**config.mk**
```make
export PLATFORM = sky130hd
export DESIGN_NAME = vertex_xform_sched
export DESIGN_NICKNAME = d
export VERILOG_FILES = /design/src/rtl/gpu_xform_pkg.sv /design/src/rtl/xf_watchdog.sv /design/src/rtl/vertex_xform_sched.sv
export SDC_FILE = /design/constraint.sdc
export NUM_CORES = 2
export LEC_CHECK = 0
export ABC_AREA = 1
export BUFFER_PORTS_ARGS = -buffer_cell sky130_fd_sc_hd__buf_2
export CAP_MARGIN = 20
export CELL_PAD_IN_SITES_DETAIL_PLACEMENT = 1
export CELL_PAD_IN_SITES_GLOBAL_PLACEMENT = 1
export CORE_AREA = 5 5 336 338
export CTS_BUF_LIST = sky130_fd_sc_hd__clkbuf_8
export CTS_CLUSTER_SIZE = 12
export DETAILED_ROUTE_END_ITERATION = 10
export DIE_AREA = 0 0 341 343
export PLACE_DENSITY_LB_ADDON = 0.1
export REMOVE_ABC_BUFFERS = 1
export SYNTH_ARGS = -nofsm -noshare
export SYNTH_HDL_FRONTEND = slang
export SYNTH_SLANG_ARGS = --single-unit
```
**constraint.sdc**
```tcl
create_clock -name fclk -period 6.35 [get_ports fclk]
set_clock_uncertainty 0.05 [all_clocks]
set_input_delay 0.3175 -clock fclk [delete_from_list [all_inputs] [get_ports fclk]]
set_output_delay 0.3175 -clock fclk [all_outputs]
set_load 0.02 [all_outputs]
```
**src/rtl/gpu_xform_pkg.sv**
```systemverilog
// Shared types and constants for the vertex transform scheduler.
// Coordinates are signed Q1.10.10, angles signed Q1.2.13 radians.
package gpu_xform_pkg;

    localparam int CW      = 21;
    localparam int AW      = 16;
    localparam int NUM_VTX = 4;
    localparam int TO_CYC  = 64;

    localparam int CW_INT  = 10;
    localparam int CW_FRAC = 10;
    localparam int AW_INT  = 2;
    localparam int AW_FRAC = 13;
    localparam logic [CW-1:0] Q_COORD_ONE = CW'(1 << CW_FRAC);
    localparam logic [AW-1:0] Q_ANGLE_ONE = AW'(1 << AW_FRAC);

    localparam int IW   = ($clog2(NUM_VTX) < 1) ? 1 : $clog2(NUM_VTX);
    localparam int CNTW = $clog2(NUM_VTX + 1);

    typedef enum logic [1:0] {
        IDLE = 2'd0,
        RUN  = 2'd1,
        DONE = 2'd2
    } xf_state_e;

    typedef struct packed {
        logic [CW-1:0] x;
        logic [CW-1:0] y;
        logic [CW-1:0] z;
    } coord_t;

    typedef struct packed {
        logic [AW-1:0] x;
        logic [AW-1:0] y;
        logic [AW-1:0] z;
    } angle_t;

endpackage

```
**src/rtl/xf_watchdog.sv**
```systemverilog
// Stall watchdog for the transform scheduler; only built when XF_TIMEOUT_EN is defined.
// Counts enabled cycles since the last clear and flags expiry on the LIMIT-th cycle.
`ifdef XF_TIMEOUT_EN
module xf_watchdog #(
    parameter int LIMIT = 64
) (
    input  logic clk,
    input  logic rst_n,
    input  logic enable,
    input  logic clear,
    output logic expire
);
    localparam int W = $clog2(LIMIT + 1);

    logic [W-1:0] cnt_q;
    logic [W-1:0] cnt_d;

    assign expire = enable && !clear && (cnt_q == W'(LIMIT - 1));

    always_comb begin
        cnt_d = cnt_q;
        if (clear) begin
            cnt_d = '0;
        end else if (enable && !expire) begin
            cnt_d = cnt_q + W'(1);
        end
    end

    always_ff @(posedge clk or negedge rst_n) begin
        if (!rst_n) begin
            cnt_q <= '0;
        end else begin
            cnt_q <= cnt_d;
        end
    end
endmodule
`endif

```
**src/rtl/vertex_xform_sched.sv**
```systemverilog
// Per-frame scheduler: snapshots pose and vertices, issues them to the xform unit in order,
// collects in-order results and publishes a whole frame at once. Optional watchdog: XF_TIMEOUT_EN.
module vertex_xform_sched
    import gpu_xform_pkg::*;
(
    input  logic                  fclk,
    input  logic                  rst_n,
    input  logic                  frame_start,
    input  logic [CW-1:0]         Xc,
    input  logic [CW-1:0]         Yc,
    input  logic [CW-1:0]         Zc,
    input  logic [AW-1:0]         angleX,
    input  logic [AW-1:0]         angleY,
    input  logic [AW-1:0]         angleZ,
    input  logic [NUM_VTX*CW-1:0] vtx_X,
    input  logic [NUM_VTX*CW-1:0] vtx_Y,
    input  logic [NUM_VTX*CW-1:0] vtx_Z,
    output logic                  xf_valid,
    input  logic                  xf_ready,
    output logic [IW-1:0]         xf_idx,
    output logic [CW-1:0]         xf_vX,
    output logic [CW-1:0]         xf_vY,
    output logic [CW-1:0]         xf_vZ,
    output logic [CW-1:0]         xf_cX,
    output logic [CW-1:0]         xf_cY,
    output logic [CW-1:0]         xf_cZ,
    output logic [AW-1:0]         xf_aX,
    output logic [AW-1:0]         xf_aY,
    output logic [AW-1:0]         xf_aZ,
    input  logic                  res_valid,
    input  logic [IW-1:0]         res_idx,
    input  logic [CW-1:0]         res_X,
    input  logic [CW-1:0]         res_Y,
    input  logic [CW-1:0]         res_Z,
    output logic [NUM_VTX*CW-1:0] out_X,
    output logic [NUM_VTX*CW-1:0] out_Y,
    output logic [NUM_VTX*CW-1:0] out_Z,
    output logic                  frame_done,
    output logic                  busy,
    output logic                  err_seq,
`ifdef XF_TIMEOUT_EN
    output logic                  xf_timeout,
`endif
    output logic                  overrun
);
    localparam logic [CNTW-1:0] CNT_FULL = CNTW'(NUM_VTX);

    xf_state_e             state_q, state_d;
    coord_t                snap_c_q, snap_c_d;
    angle_t                snap_a_q, snap_a_d;
    logic [NUM_VTX*CW-1:0] snap_vx_q, snap_vx_d, snap_vy_q, snap_vy_d, snap_vz_q, snap_vz_d;
    logic [NUM_VTX*CW-1:0] shadow_x_q, shadow_x_d, shadow_y_q, shadow_y_d, shadow_z_q, shadow_z_d;
    logic [NUM_VTX*CW-1:0] out_x_q, out_x_d, out_y_q, out_y_d, out_z_q, out_z_d;
    logic [CNTW-1:0]       issue_cnt_q, issue_cnt_d, collect_cnt_q, collect_cnt_d;
    logic                  err_seq_q, err_seq_d, overrun_q, overrun_d;
    logic                  res_hit, enter_done, wd_expire;

    assign enter_done = (state_q == RUN) && (collect_cnt_q == CNT_FULL);
    assign res_hit    = (state_q == RUN) && res_valid && (collect_cnt_q < issue_cnt_q)
                        && (res_idx == collect_cnt_q[IW-1:0]);

`ifdef XF_TIMEOUT_EN
    logic timeout_q, timeout_d;

    xf_watchdog #(.LIMIT(TO_CYC)) u_watchdog (
        .clk    (fclk),
        .rst_n  (rst_n),
        .enable (state_q == RUN),
        .clear  ((state_q != RUN) || res_hit),
        .expire (wd_expire)
    );

    assign xf_timeout = timeout_q;
    assign timeout_d  = timeout_q | wd_expire;
`else
    assign wd_expire = 1'b0;
`endif

    always_ff @(posedge fclk or negedge rst_n) begin
        if (!rst_n) begin
            state_q       <= IDLE;
            snap_c_q      <= '0;
            snap_a_q      <= '0;
            snap_vx_q     <= '0;
            snap_vy_q     <= '0;
            snap_vz_q     <= '0;
            shadow_x_q    <= '0;
            shadow_y_q    <= '0;
            shadow_z_q    <= '0;
            out_x_q       <= '0;
            out_y_q       <= '0;
            out_z_q       <= '0;
            issue_cnt_q   <= '0;
            collect_cnt_q <= '0;
            err_seq_q     <= 1'b0;
            overrun_q     <= 1'b0;
`ifdef XF_TIMEOUT_EN
            timeout_q     <= 1'b0;
`endif
        end else begin
            state_q       <= state_d;
            snap_c_q      <= snap_c_d;
            snap_a_q      <= snap_a_d;
            snap_vx_q     <= snap_vx_d;
            snap_vy_q     <= snap_vy_d;
            snap_vz_q     <= snap_vz_d;
            shadow_x_q    <= shadow_x_d;
            shadow_y_q    <= shadow_y_d;
            shadow_z_q    <= shadow_z_d;
            out_x_q       <= out_x_d;
            out_y_q       <= out_y_d;
            out_z_q       <= out_z_d;
            issue_cnt_q   <= issue_cnt_d;
            collect_cnt_q <= collect_cnt_d;
            err_seq_q     <= err_seq_d;
            overrun_q     <= overrun_d;
`ifdef XF_TIMEOUT_EN
            timeout_q     <= timeout_d;
`endif
        end
    end

    // A watchdog abort returns to IDLE without publishing, so out_* keep the previous frame.
    always_comb begin
        state_d = state_q;
        case (state_q)
            IDLE:    if (frame_start) state_d = RUN;
            RUN:     if (enter_done) state_d = DONE;
                     else if (wd_expire) state_d = IDLE;
            DONE:    state_d = IDLE;
            default: state_d = IDLE;
        endcase
    end

    always_comb begin
        snap_c_d      = snap_c_q;
        snap_a_d      = snap_a_q;
        snap_vx_d     = snap_vx_q;
        snap_vy_d     = snap_vy_q;
        snap_vz_d     = snap_vz_q;
        shadow_x_d    = shadow_x_q;
        shadow_y_d    = shadow_y_q;
        shadow_z_d    = shadow_z_q;
        out_x_d       = out_x_q;
        out_y_d       = out_y_q;
        out_z_d       = out_z_q;
        issue_cnt_d   = issue_cnt_q;
        collect_cnt_d = collect_cnt_q;
        err_seq_d     = err_seq_q;
        overrun_d     = overrun_q;

        if (xf_valid && xf_ready) begin
            issue_cnt_d = issue_cnt_q + CNTW'(1);
        end

        if (res_hit) begin
            shadow_x_d[res_idx*CW +: CW] = res_X;
            shadow_y_d[res_idx*CW +: CW] = res_Y;
            shadow_z_d[res_idx*CW +: CW] = res_Z;
            collect_cnt_d = collect_cnt_q + CNTW'(1);
        end else if (res_valid) begin
            err_seq_d = 1'b1;
        end

        if (enter_done) begin
            out_x_d = shadow_x_q;
            out_y_d = shadow_y_q;
            out_z_d = shadow_z_q;
        end

        if (frame_start && (state_q == IDLE)) begin
            snap_c_d      = '{x: Xc, y: Yc, z: Zc};
            snap_a_d      = '{x: angleX, y: angleY, z: angleZ};
            snap_vx_d     = vtx_X;
            snap_vy_d     = vtx_Y;
            snap_vz_d     = vtx_Z;
            issue_cnt_d   = '0;
            collect_cnt_d = '0;
        end else if (frame_start) begin
            overrun_d = 1'b1;
        end
    end

    always_comb begin
        xf_valid   = (state_q == RUN) && (issue_cnt_q < CNT_FULL);
        xf_idx     = '0;
        xf_vX      = '0;
        xf_vY      = '0;
        xf_vZ      = '0;
        if (xf_valid) begin
            xf_idx = issue_cnt_q[IW-1:0];
            xf_vX  = snap_vx_q[issue_cnt_q[IW-1:0]*CW +: CW];
            xf_vY  = snap_vy_q[issue_cnt_q[IW-1:0]*CW +: CW];
            xf_vZ  = snap_vz_q[issue_cnt_q[IW-1:0]*CW +: CW];
        end
        xf_cX      = snap_c_q.x;
        xf_cY      = snap_c_q.y;
        xf_cZ      = snap_c_q.z;
        xf_aX      = snap_a_q.x;
        xf_aY      = snap_a_q.y;
        xf_aZ      = snap_a_q.z;
        out_X      = out_x_q;
        out_Y      = out_y_q;
        out_Z      = out_z_q;
        frame_done = (state_q == DONE);
        busy       = (state_q != IDLE);
        err_seq    = err_seq_q;
        overrun    = overrun_q;
    end

endmodule
```
Word level (Yosys, flattened, before mapping):

Cells that the tools add are included.

* logic and storage cells: 70
* latch bits: 0
* RAM bits: 0
* ROM bits: 0
* memories: 0
* bits in registers: 877
* bits of input ports: 433

* eq/ne operators: 6
* order comparisons: 2
* div/mod/pow operators: 0
* $mul: 2
* add/sub/neg operators: 3
* reduce and logical (&&, ||, !) cells: 14
* bitwise logic cells: 2
* shifts and indexed selects: 7
* multiplexer cells: 14

Operator list (count)
* $bwmux 84: 3
* $shiftx 21x34->84: 3
* $shiftx 84x8->21: 3
* $shift 21x34->84 const A: 1
* $mux 21: 3
* $neg 7->34: 1
* $mul 2x5->7 const B: 2
* $mux 3: 4
* $logic_and 1x1->1: 7
* $add 3x1->3 const B: 2
* $mux 2: 3
* $reduce_and 2->1: 3
* $reduce_bool 2->1: 3
* $ne 2x2->1 const B: 2
* $pmux 2 s2: 1
* $eq 3x3->1 const B: 1
* $lt 3x3->1: 1
* $lt 3x3->1 const B: 1
* $eq 2x1->1 const B: 1
* $eq 2x2->1: 1
* $eq 2x2->1 const B: 1
* $logic_not 2->1: 1
* $not 1->1: 2

Logic depth before layout (Yosys ltp):

* word-level depth: 6
* depth in mapped cells: 13
* mapped depth without buffers: 10

Worst setup path after synthesis:

No wires, ideal clock.

* path type: input to register
* start: input port res_idx[0]
* end: register shadow_x_q[43]
* path buffers: 4
* required time: 6.183 ns
* setup time: 0.117 ns
* arrival: 2.031 ns
* stages: 10
* path slack: 4.152 ns
* cells stage by stage: buf_4 -> inv_2 -> clkbuf_1 -> ha_1 -> buf_2 -> nand2_1 -> clkbuf_1 -> nor3_1 -> nand4_1 -> nand2_1

* longest elaborated chain between the ends: 4

RTL lines
* from (decl): RTL line vertex_xform_sched.sv:31 `input logic [IW-1:0] res_idx,`
* $mul 2x5->7: RTL line vertex_xform_sched.sv:157 `shadow_x_d[res_idx*CW +: CW] = res_X;`
* $neg 7->34: RTL line vertex_xform_sched.sv:157
* $shiftx 21x34->84 or $shift 21x34->84 (tied branches): RTL line vertex_xform_sched.sv:157
* $bwmux 84: RTL line vertex_xform_sched.sv:157
* to (signal assigned): RTL line vertex_xform_sched.sv:107 `shadow_x_q <= shadow_x_d;`
* to (decl): RTL line vertex_xform_sched.sv:52 `logic [NUM_VTX*CW-1:0] shadow_x_q, shadow_x_d, shadow_y_q, shadow_y_d, shadow_z_q, shadow_z_d;`

Several ways; a longest one is shown, not always the timed one.
A chain may end at the register's enable or synchronous reset.

Final worst setup path:

* start: register issue_cnt_q[0]
* end: output port xf_vZ[5]

* longest elaborated chain between the ends: 3

RTL lines
* from (decl): RTL line vertex_xform_sched.sv:54 `logic [CNTW-1:0] issue_cnt_q, issue_cnt_d, collect_cnt_q, collect_cnt_d;`
* from (signal assigned): RTL line vertex_xform_sched.sv:113 `issue_cnt_q <= issue_cnt_d;`
* $mul 2x5->7 or $lt 3x3->1 (tied branches): RTL line vertex_xform_sched.sv:194, vertex_xform_sched.sv:185
* $shiftx 84x8->21 or $logic_and 1x1->1 (tied branches): RTL line vertex_xform_sched.sv:194, vertex_xform_sched.sv:185
* $mux 21 *: RTL line vertex_xform_sched.sv:190 `if (xf_valid) begin`
* to (decl): RTL line vertex_xform_sched.sv:23 `output logic [CW-1:0] xf_vZ,`

Every way passes the cells marked *; elsewhere a longest branch is shown, timed or not.

==> results.md <==
* CTS tree: built
* Critical path cell sequence: clkinv_2, buf_12, o21ai_0, a21oi_1, buf_2
* Synth Instances at 4665
* Initial drt markers at 2188
* Finished Cell Area at 50340 um^2
* Die area at 117000 um^2
* DRT antenna net count at 0
* Crit-path max cell delay at 0.96 ns
* Synth Register Bits at 877
* Tcrit/Tclk final at 67.84%
* Post-synth ARST share at 100.0%
* Gr ovfl total at 0
* Routability cong. at 0.8211
* Worst setup EP type: output pin
* Slowest cell on the critical path: dfrtp_4
* Sequential Power Share at 39.2%
* Crit Path Class: reg -> out
* Worst-path clk slew at 0.06 ns
* Placed cell areas at 42800 um^2
* Sequential cell area fraction in the yosys report at 58.19%
* Post-Synth Adder-Cell Area at 0.3318%
* Hold Vio Cnt, Final at 0
* Yosys cell types at 25
* Die Y-Extent at 343 um
* Switch Pwr at 10130 uW
* Leading area contributor after synthesis: dfrtp_1
* Die width at 341 um
* Reg2Reg Depth at 8
* Min cycle time layout at 4.308 ns
* EDFF count, synth at 0
* DR vias/cell at 4.945
* Clk pwr share at 22.8%
* P&R area growth vs syn at 33.48%
* Worst Path Arrival at 3.94 ns
* Max Slew Vio Count at 0
* R2r endpoint: shadow_x_q[59]
* Slew margin rel. at 25.40%
* Top-count cell post-synth: nand2_1
* Unrepaired setup endpoints after global routing: no
* Max Clock Freq at 232.1 MHz
* Worst path required time at 5.98 ns
* Critical path fanouts, max at 78
* Setup crit end: xf_vZ[5]
* Largest net degree at the start of global routing at 201
* Port Buf Inserts at 865
* Synthesized cell area at 37710 um^2
* Top cell type's share of synthesized area at 58.19%
* Top_reg_cell synth: dfrtp_1
* Layout cells sized above 1 at 19.42%
* Starting Density at 34.36%
* CTS max path bufs at 3
* Status: completed
* Post-CTS setup buffers at 0
* Max VDD drop at 0.4467 mV
* Ys Warns at 0
* Overall routing resource usage at 26.54%
* Via count at 36640
* Launch point of the worst reg-to-reg path: issue_cnt_q[0]
* Internal Power at 13200 uW
* Logic pwr share at 37.9%
* Router iterations before antenna repair at 6
* Syn Area/Cell at 8.085 um^2
* Nets at 6274
* Drt drc at 0
* Total core area at 109800 um^2
* Main combinational cell family by area after synthesis: simple AND/OR/NAND/NOR gates
* Multiplexer area fraction after synthesis at 0%
* Crit path from: issue_cnt_q[0]
* TritonCTS Buffers at 160
* Top post-synthesis cells by area: dfrtp_1 (58%), nand2_1 (24%), nand4_1 (4.2%)
* Sw Ratio at 43.42%
* Latest clock arrival within the worst-skew pair at 0.84 ns
* Power Dens Cells at 463.4 nW/um^2
* Final setup violation count at 0
* Vias in the first global route at 39150
* Critical Path Source Type: flop
* Post-synthesis compound-gate area fraction at 2.574%
* Leakage at 0.02838 uW
* Total Wirelength at 159600 um
* Detailed placement HPWL at 99080 um
* Simple-gate share of the synthesized area at 33.85%
* Clock tree sinks at 877
* Wire per inst at 21.54 um
* Post-Synth XOR/XNOR Area at 0.02322%
* Least-Margin Pin Slew at 1.119 ns
* H-tree depth at 4
* Setup TNS at 0 ns
* Reg2Reg Setup Slack at 2.74 ns
* Root Driver: clkbuf_8
* Antenna violations before repair at 41
* HP Class: in -> async
* IO Count at 866
* Commonest cells post-synth: nand2_1 (2371), dfrtp_1 (877), nor2_1 (401), nand4_1 (253), clkbuf_1 (129)
* First-pass GRT wire length at 241900 um
* Cell Rows at 122
* Maxcap violations at 0
-- cell families (layout without fill, tap and decap cells) --
family / after synthesis / in the layout
XOR/XNOR: 1 / 1
AO/OA/AOI/OAI: 193 / 193
adder cells (fa/ha/maj): 10 / 10
other: 0 / 40
AND/OR/NAND/NOR: 3170 / 3170
buffers and inverters: 414 / 1692
flip-flops: 877 / 877
-- area by class of cell --
cell class / instances / area [um^2]
fill: 13370 / 59410
sequential: 877 / 21950
multi-input combinational: 3374 / 13960
timing repair buffer: 1336 / 9116
clock buffer: 198 / 2725
tap: 1426 / 1784
clock inverter: 76 / 381.6
inverter: 82 / 322.8
antenna: 40 / 100.1
-- metrics by stage --
step                      total power, uW  util, %  instances  hold slack [ns]  worst slack (ns)
final                               23330    45.87       7409         0.009200             2.042
after global routing                24900    45.86       7405          0.09545             1.817
after CTS                           23500    45.76       7368          0.07231             1.985
after detailed placement            17800    39.00       6663           0.4028             2.231
after global placement              17630    39.00       6663           0.3856             2.333
after floorplan                     13960        -       4333         -0.02809            -8.857
-- power groups by stage --
stage | Clock, uW | Combinational, uW | Sequential (uW)
3_3_place_gp | 0 | 8470 | 9150
6_report | 5330 | 8850 | 9150
2_1_floorplan | 0 | 3960 | 10000
3_5_place_dp | 0 | 8620 | 9180
4_1_cts | 5490 | 8880 | 9130
5_1_grt | 5760 | 9750 | 9390
-- routing by layer --
layer / track usage, % / vias to the layer above / wire, um
li1: - / 17030 / -
met1: 32.81 / 18200 / 65520
met2: 44.69 / 1071 / 77600
met3: 6.307 / 332 / 9523
met4: 11.22 / 8 / 6853
met5: 0 / - / 55
-- worst min-delay path by stage --
stage / slack, ns / end / start
floorplan: -0.03 / collect_cnt_q[0] / rst_n
global placement: 0.39 / overrun / overrun
detailed placement: 0.40 / overrun / overrun
CTS: 0.07 / snap_vy_q[73] / rst_n
global route: 0.1 / snap_vx_q[79] / rst_n
finish: 0.009 / snap_vy_q[10] / rst_n
-- flip-flops by register name (all words and copies together), names as in the netlist, 84 cells and up --
name,count
shadow_z_q,84
shadow_x_q,84
out_Y,84
snap_vy_q,84
out_Z,84
snap_vx_q,84
shadow_y_q,84
snap_vz_q,84
out_X,84
-- placed cells by master (no fill, tap or decap), types with 4 or more instances in the layout --
cell type      count
clkbuf_8         198
nand2_1         2370
nor3_1           112
dlygate4sd3_1    431
dfrtp_1          875
clkinvlp_4         5
nand4_1          253
o21ai_0          125
nand3_4            5
inv_6              4
clkinv_2          11
inv_1            127
buf_4             27
nand3_1           21
nor2_1           400
inv_2              7
buf_2            864
a21oi_1           65
diode_2           40
buf_12            13
ha_1               6
-- what timing repair did --
action | in CTS | in global routing
hold endpoints to repair | 708 | 0
hold buffers | 431 | 0
gates resized for setup | 0 | 0
-- critical path, delay by kind of cell, from the launching register on --
kind                   cells  cell delay [ns]
buffers and inverters      3             1.60
AOI/OAI and AO/OA          2             0.48
DFF                        1             0.96
Power figures use the tool's default switching activity.
